**src/rtl/reg_file_gen.sv**
```systemverilog
// rtl/reg_file_gen.sv - parameterised 2R1W register file with sweep-based clear
// Reset and clr_req both run a one-register-per-edge zeroing sweep; writes are dropped while it runs.
module reg_file_gen #(
  parameter int XLEN    = 32,
  parameter int NREG    = 32,
  parameter int AW      = $clog2(NREG),
  parameter int ZERO_R0 = 1,
  parameter int BYPASS  = 1
) (
  input  logic            clk,
  input  logic            rst,
  input  logic [AW-1:0]   A1,
  input  logic [AW-1:0]   A2,
  input  logic [AW-1:0]   A3,
  input  logic [XLEN-1:0] WD3,
  input  logic            WE3,
  input  logic            clr_req,
  output logic [XLEN-1:0] RD1,
  output logic [XLEN-1:0] RD2,
  output logic            busy,
  output logic            wr_drop
);

  typedef enum logic {IDLE, CLEAR} state_t;

  state_t          state, state_nx;
  logic [AW-1:0]   cnt, cnt_nx;
  logic [XLEN-1:0] regs [NREG];
  logic            wr_ok;

  always_ff @(posedge clk or posedge rst) begin
    if (rst) begin
      state <= CLEAR;
      cnt   <= '0;
    end else begin
      state <= state_nx;
      cnt   <= cnt_nx;
    end
  end

  always_comb begin
    state_nx = state;
    cnt_nx   = cnt;
    case (state)
      IDLE: begin
        if (clr_req) begin
          state_nx = CLEAR;
          cnt_nx   = '0;
        end
      end
      CLEAR: begin
        cnt_nx = cnt + 1'b1;
        if (cnt == AW'(NREG - 1)) state_nx = IDLE;
      end
      default: state_nx = IDLE;
    endcase
  end

  assign busy    = (state == CLEAR);
  assign wr_drop = WE3 & busy;
  assign wr_ok   = WE3 && !busy && !((ZERO_R0 != 0) && (A3 == '0));

  // Storage has no reset: the sweep is the only way contents get zeroed.
  always_ff @(posedge clk) begin
    if (busy)       regs[cnt] <= '0;
    else if (wr_ok) regs[A3]  <= WD3;
  end

  function automatic logic [XLEN-1:0] read_port(
    input logic [AW-1:0]   a,
    input logic            is_busy,
    input logic            wr_hit,
    input logic [XLEN-1:0] wd,
    input logic [XLEN-1:0] stored
  );
    if (is_busy)                          return '0;
    else if ((ZERO_R0 != 0) && (a == '0)) return '0;
    else if ((BYPASS != 0) && wr_hit)     return wd;
    else                                  return stored;
  endfunction

  always_comb begin
    RD1 = read_port(A1, busy, wr_ok && (A3 == A1), WD3, regs[A1]);
    RD2 = read_port(A2, busy, wr_ok && (A3 == A2), WD3, regs[A2]);
  end

endmodule

```
**config.mk**
```make
export PLATFORM = sky130hd
export DESIGN_NAME = reg_file_gen
export DESIGN_NICKNAME = d
export VERILOG_FILES = /design/src/rtl/reg_file_gen.sv
export SDC_FILE = /design/constraint.sdc
export NUM_CORES = 1
export LEC_CHECK = 0
export ABC_AREA = 0
export BUFFER_PORTS_ARGS = -buffer_cell sky130_fd_sc_hd__buf_2
export CAP_MARGIN = 10
export CORE_MARGIN = 3
export CORE_UTILIZATION = 40
export DETAILED_ROUTE_END_ITERATION = 8
export HOLD_SLACK_MARGIN = 0.05
export PLACE_DENSITY = 0.64
export SLEW_MARGIN = 20
export SYNTH_ARGS = -nofsm -noshare
export SYNTH_HDL_FRONTEND = slang
export SYNTH_SLANG_ARGS = --single-unit
```
**constraint.sdc**
```tcl
create_clock -name clk -period 4.16 [get_ports clk]
set_clock_uncertainty 0.15 [all_clocks]
set_input_delay 0.416 -clock clk [delete_from_list [all_inputs] [get_ports clk]]
set_output_delay 0.416 -clock clk [all_outputs]
set_load 0.02 [all_outputs]
```
==> summary.txt <==
Status
  • Outcome: finished clean

Clocking
  • # Post-CTS Setup Buffers: 0
  • Worst skew pair latency: 0.68 ns
  • CTS Sinks: 1,030
  • CTS root buf: clkbuf_16
  • CTS Buf Count: 104
  • CTS tree: built
  • Clk pin slew, worst setup/hold paths: 0.06 ns
  • Clk buf depth: 3
  • H-tree levels: 3

Finish
  • Commonest non-fill, non-tap cell in the layout: edfxtp_1
  • Nets: 2,799
  • Layout cells sized above 1: 0.360
  • Most frequent cells in the layout: edfxtp_1 (1,024), mux4_2 (472), mux2i_1 (154)
  • Final Core Density: 0.467
  • Fillers: 9,959
  • Synth-to-Final Area Change: 15.6%

Power and ir drop
  • PD cells: 493 nW/µm²
  • Max IR drop VDD: 0.387 mV
  • Leakage power: 18.7 nW
  • Total power: 27.7 mW

STA
  • Relative slew slack: 0.321
  • Final period util: 0.945
  • Final Slew Violations: 0
  • Setup tns final: 0 ns
  • Setup Viol. Count Final: 0
  • Minimum clock period: 3.93 ns
  • WHS: 0.113 ns
  • Final setup margin: 0.229 ns
  • Hold Vio Cnt, Final: 0
  • Slew @ Worst Pin: 1.02 ns
  • Max frequency: 254 MHz
  • RSZ-0062 raised after global routing: no

Route
  • Routed WL per cell: 34.1 µm
  • Initial DRC Count: 4,333
  • Detail Route Antenna Nets: 0
  • WL final: 152,000 µm
  • Initial DRT Pass Iterations: 8
  • Via count: 29,295
  • DRC: 0
  • Vias per cell: 6.59

Floorplanning
  • Chip width: 354 µm
  • Row count: 127
  • Core region area: 120,000 µm²
  • Initial Util: 0.404
  • Io pins: 117
  • Die Height: 354 µm
  • Area of the die: 126,000 µm²

Logic synthesis
  • Post-synthesis compound-gate area fraction: 0.0570
  • Post-Syn Area: 48,600 µm²
  • Post-synthesis sequential area ratio: 0.636
  • Post-Syn Nets: 2,599
  • Syn avg cell area: 19.1 µm²
  • Cell variety after synth: 55
  • Post-synthesis mux area share: 0.258
  • Number of synthesized register bits: 1,030
  • Synthesized-area fraction occupied by adder cells: 0.000515
  • Mapped Cells: 2,546
  • Asr flop ratio synth: 0.00583
  • Post-synthesis simple-gate area fraction: 0.0269
  • EDFF count, synth: 1,024
  • Largest family of logic cells by synthesized area: multiplexers
  • XOR/XNOR Fraction of Synth Area: 0.00180
  • Warnings from Yosys: 0
  • Main flop type after synthesis: edfxtp_1

Min path
  • Hold crit path type: in -> reg

Global route
  • Grt ovf: 0
  • Gr usage total: 0.238
  • GR Util met2: 0.360
  • Pin count of the biggest net entering global routing: 61
  • Initial antenna violation count: 7
  • First-pass GRT wire length: 217,000 µm
  • Met1 GRT Util: 0.338
  • Top Usage Layer GRT: met2
  • Number of global-route vias before repair: 30,012
  • Met3 Usage GRT: 0.0622

Placement
  • Port Buffers: 116
  • GPL Wtd Cong: 0.929
  • HPWL Detailed: 94,000 µm
  • DP Worst Slack: 0.551 ns

Flow run
  • Max cap viols: 0

Critical path
  • Crit-path slowest cell: buf_4
  • Max incr delay on CP: 0.50 ns
  • Critical path class: reg -> out
  • WP data arrival: 3.37 ns
  • WP data required: 3.59 ns
  • Critical-path cell list: nor2b_2 > o41ai_4 > nor3_2 > buf_4 > a211o_1 > buf_2
  • Worst Setup End Kind: output pin
  • Crit Path Max Fanout: 25
  • Startpoint types: flip-flop
## flip-flops by register name, summed over array words and instances (netlist names)
name  count
regs   1024
busy      1
cnt       5
## cells by family (layout without fill, tap and decap cells)
kind of cell | Yosys count | in the layout
xor+xnor | 10 | 10
compound gates | 365 | 365
buf+inv | 220 | 508
other cells | 0 | 2
mux | 657 | 657
flops | 1030 | 1030
fa+ha+maj | 2 | 2
simple gates | 262 | 262
## report_power, final
group          internal (mW)  leakage [nW]  switching, mW
logic                   1.73          7.29           2.92
registers               12.7          9.69          0.515
clock network           5.74          1.74           4.03
total                   20.2          18.7           7.47
## synthesized netlist by cell type, types with 2 or more instances
master    instances  area (µm²)
a22o_1            2        17.5
a31oi_1          13        81.3
and3_1            2        12.5
nor3_1            4        20.0
buf_4             4        30.0
mux4_2          472       10600
dfrtp_1           5         125
mux2_2           31         349
clkbuf_1        105         394
mux2i_1         154        1540
a221oi_1         21         184
a221o_1          32         320
nand2b_1          5        31.3
xnor2_1          10        87.6
a211o_1          23         201
o221ai_1          9        78.8
inv_1             4        15.0
a21oi_1          33         165
nor3b_1           2        15.0
buf_1            10        37.5
and2_1           55         344
o32ai_1           3        26.3
o21ai_0          27         135
buf_2            95         475
edfxtp_1       1024       30700
nor2_1           58         218
ha_1              2        25.0
o31ai_1           2        15.0
nor2b_1          45         282
a22oi_1          78         586
nand3_1           3        15.0
nand2_1          81         304
a211oi_1        110         826
## area by class of cell
type,instances,area [µm²],area share
Multi-Input combinational cell,1296,17000,0.304
Antenna cell,2,5.00,0.0000892
Clock buffer,119,2680,0.0477
Tap cell,1612,2020,0.0359
Clock inverter,75,877,0.0156
Sequential cell,1030,30900,0.550
Inverter,5,18.8,0.000334
Timing Repair Buffer,309,2590,0.0461
## metrics by stage
stage               std cells  instance area, µm²
global placement         4249               52500
detailed placement       4249               52500
floorplan                2546               48600
global route             4446               56100
CTS                      4446               56100
finish                   4448               56100
## worst max-delay path, delay by kind of cell, from the launching register on
kind                   cells  cell delay (ns)
buffers and inverters      2             0.75
and+or+nand+nor            2             0.69
DFF                        1             0.47
AOI/OAI and AO/OA          2             0.75
## worst paths after layout
check | start | end | slack [ns] | depth (start not counted)
max | busy$_DFF_PP1_ | RD2[31] | 0.23 | 6
min in group asynchronous | rst | cnt[4]$_DFFE_PP0P_ | 0.61 | 4
max in group asynchronous | rst | busy$_DFF_PP1_ | 2.99 | 4
max reg2reg | busy$_DFF_PP1_ | regs[27][10]$_DFFE_PP_ | 0.84 | 6
min reg2reg | cnt[4]$_DFFE_PP0P_ | busy$_DFF_PP1_ | 0.48 | 2
min | WD3[30] | regs[21][30]$_DFFE_PP_ | 0.11 | 2
## per-layer routing
| layer | share of wire | up-vias | wire, µm |
|---|---|---|---|
| met5 | 0.000086 | - | 13 |
| met4 | 0.036 | 2 | 5500 |
| met3 | 0.12 | 293 | 18600 |
| met2 | 0.45 | 2021 | 68900 |
| met1 | 0.39 | 15589 | 58700 |
| li1 | - | 11390 | - |
## repair_timing
action | 4_1_cts | 5_1_grt
hold buffers | 3 | 0
hold endpoints to repair | 12 | 0
setup endpoints to repair | 0 | 32
resized for setup | 0 | 1
Note: power is estimated with default switching activity, not from simulation.
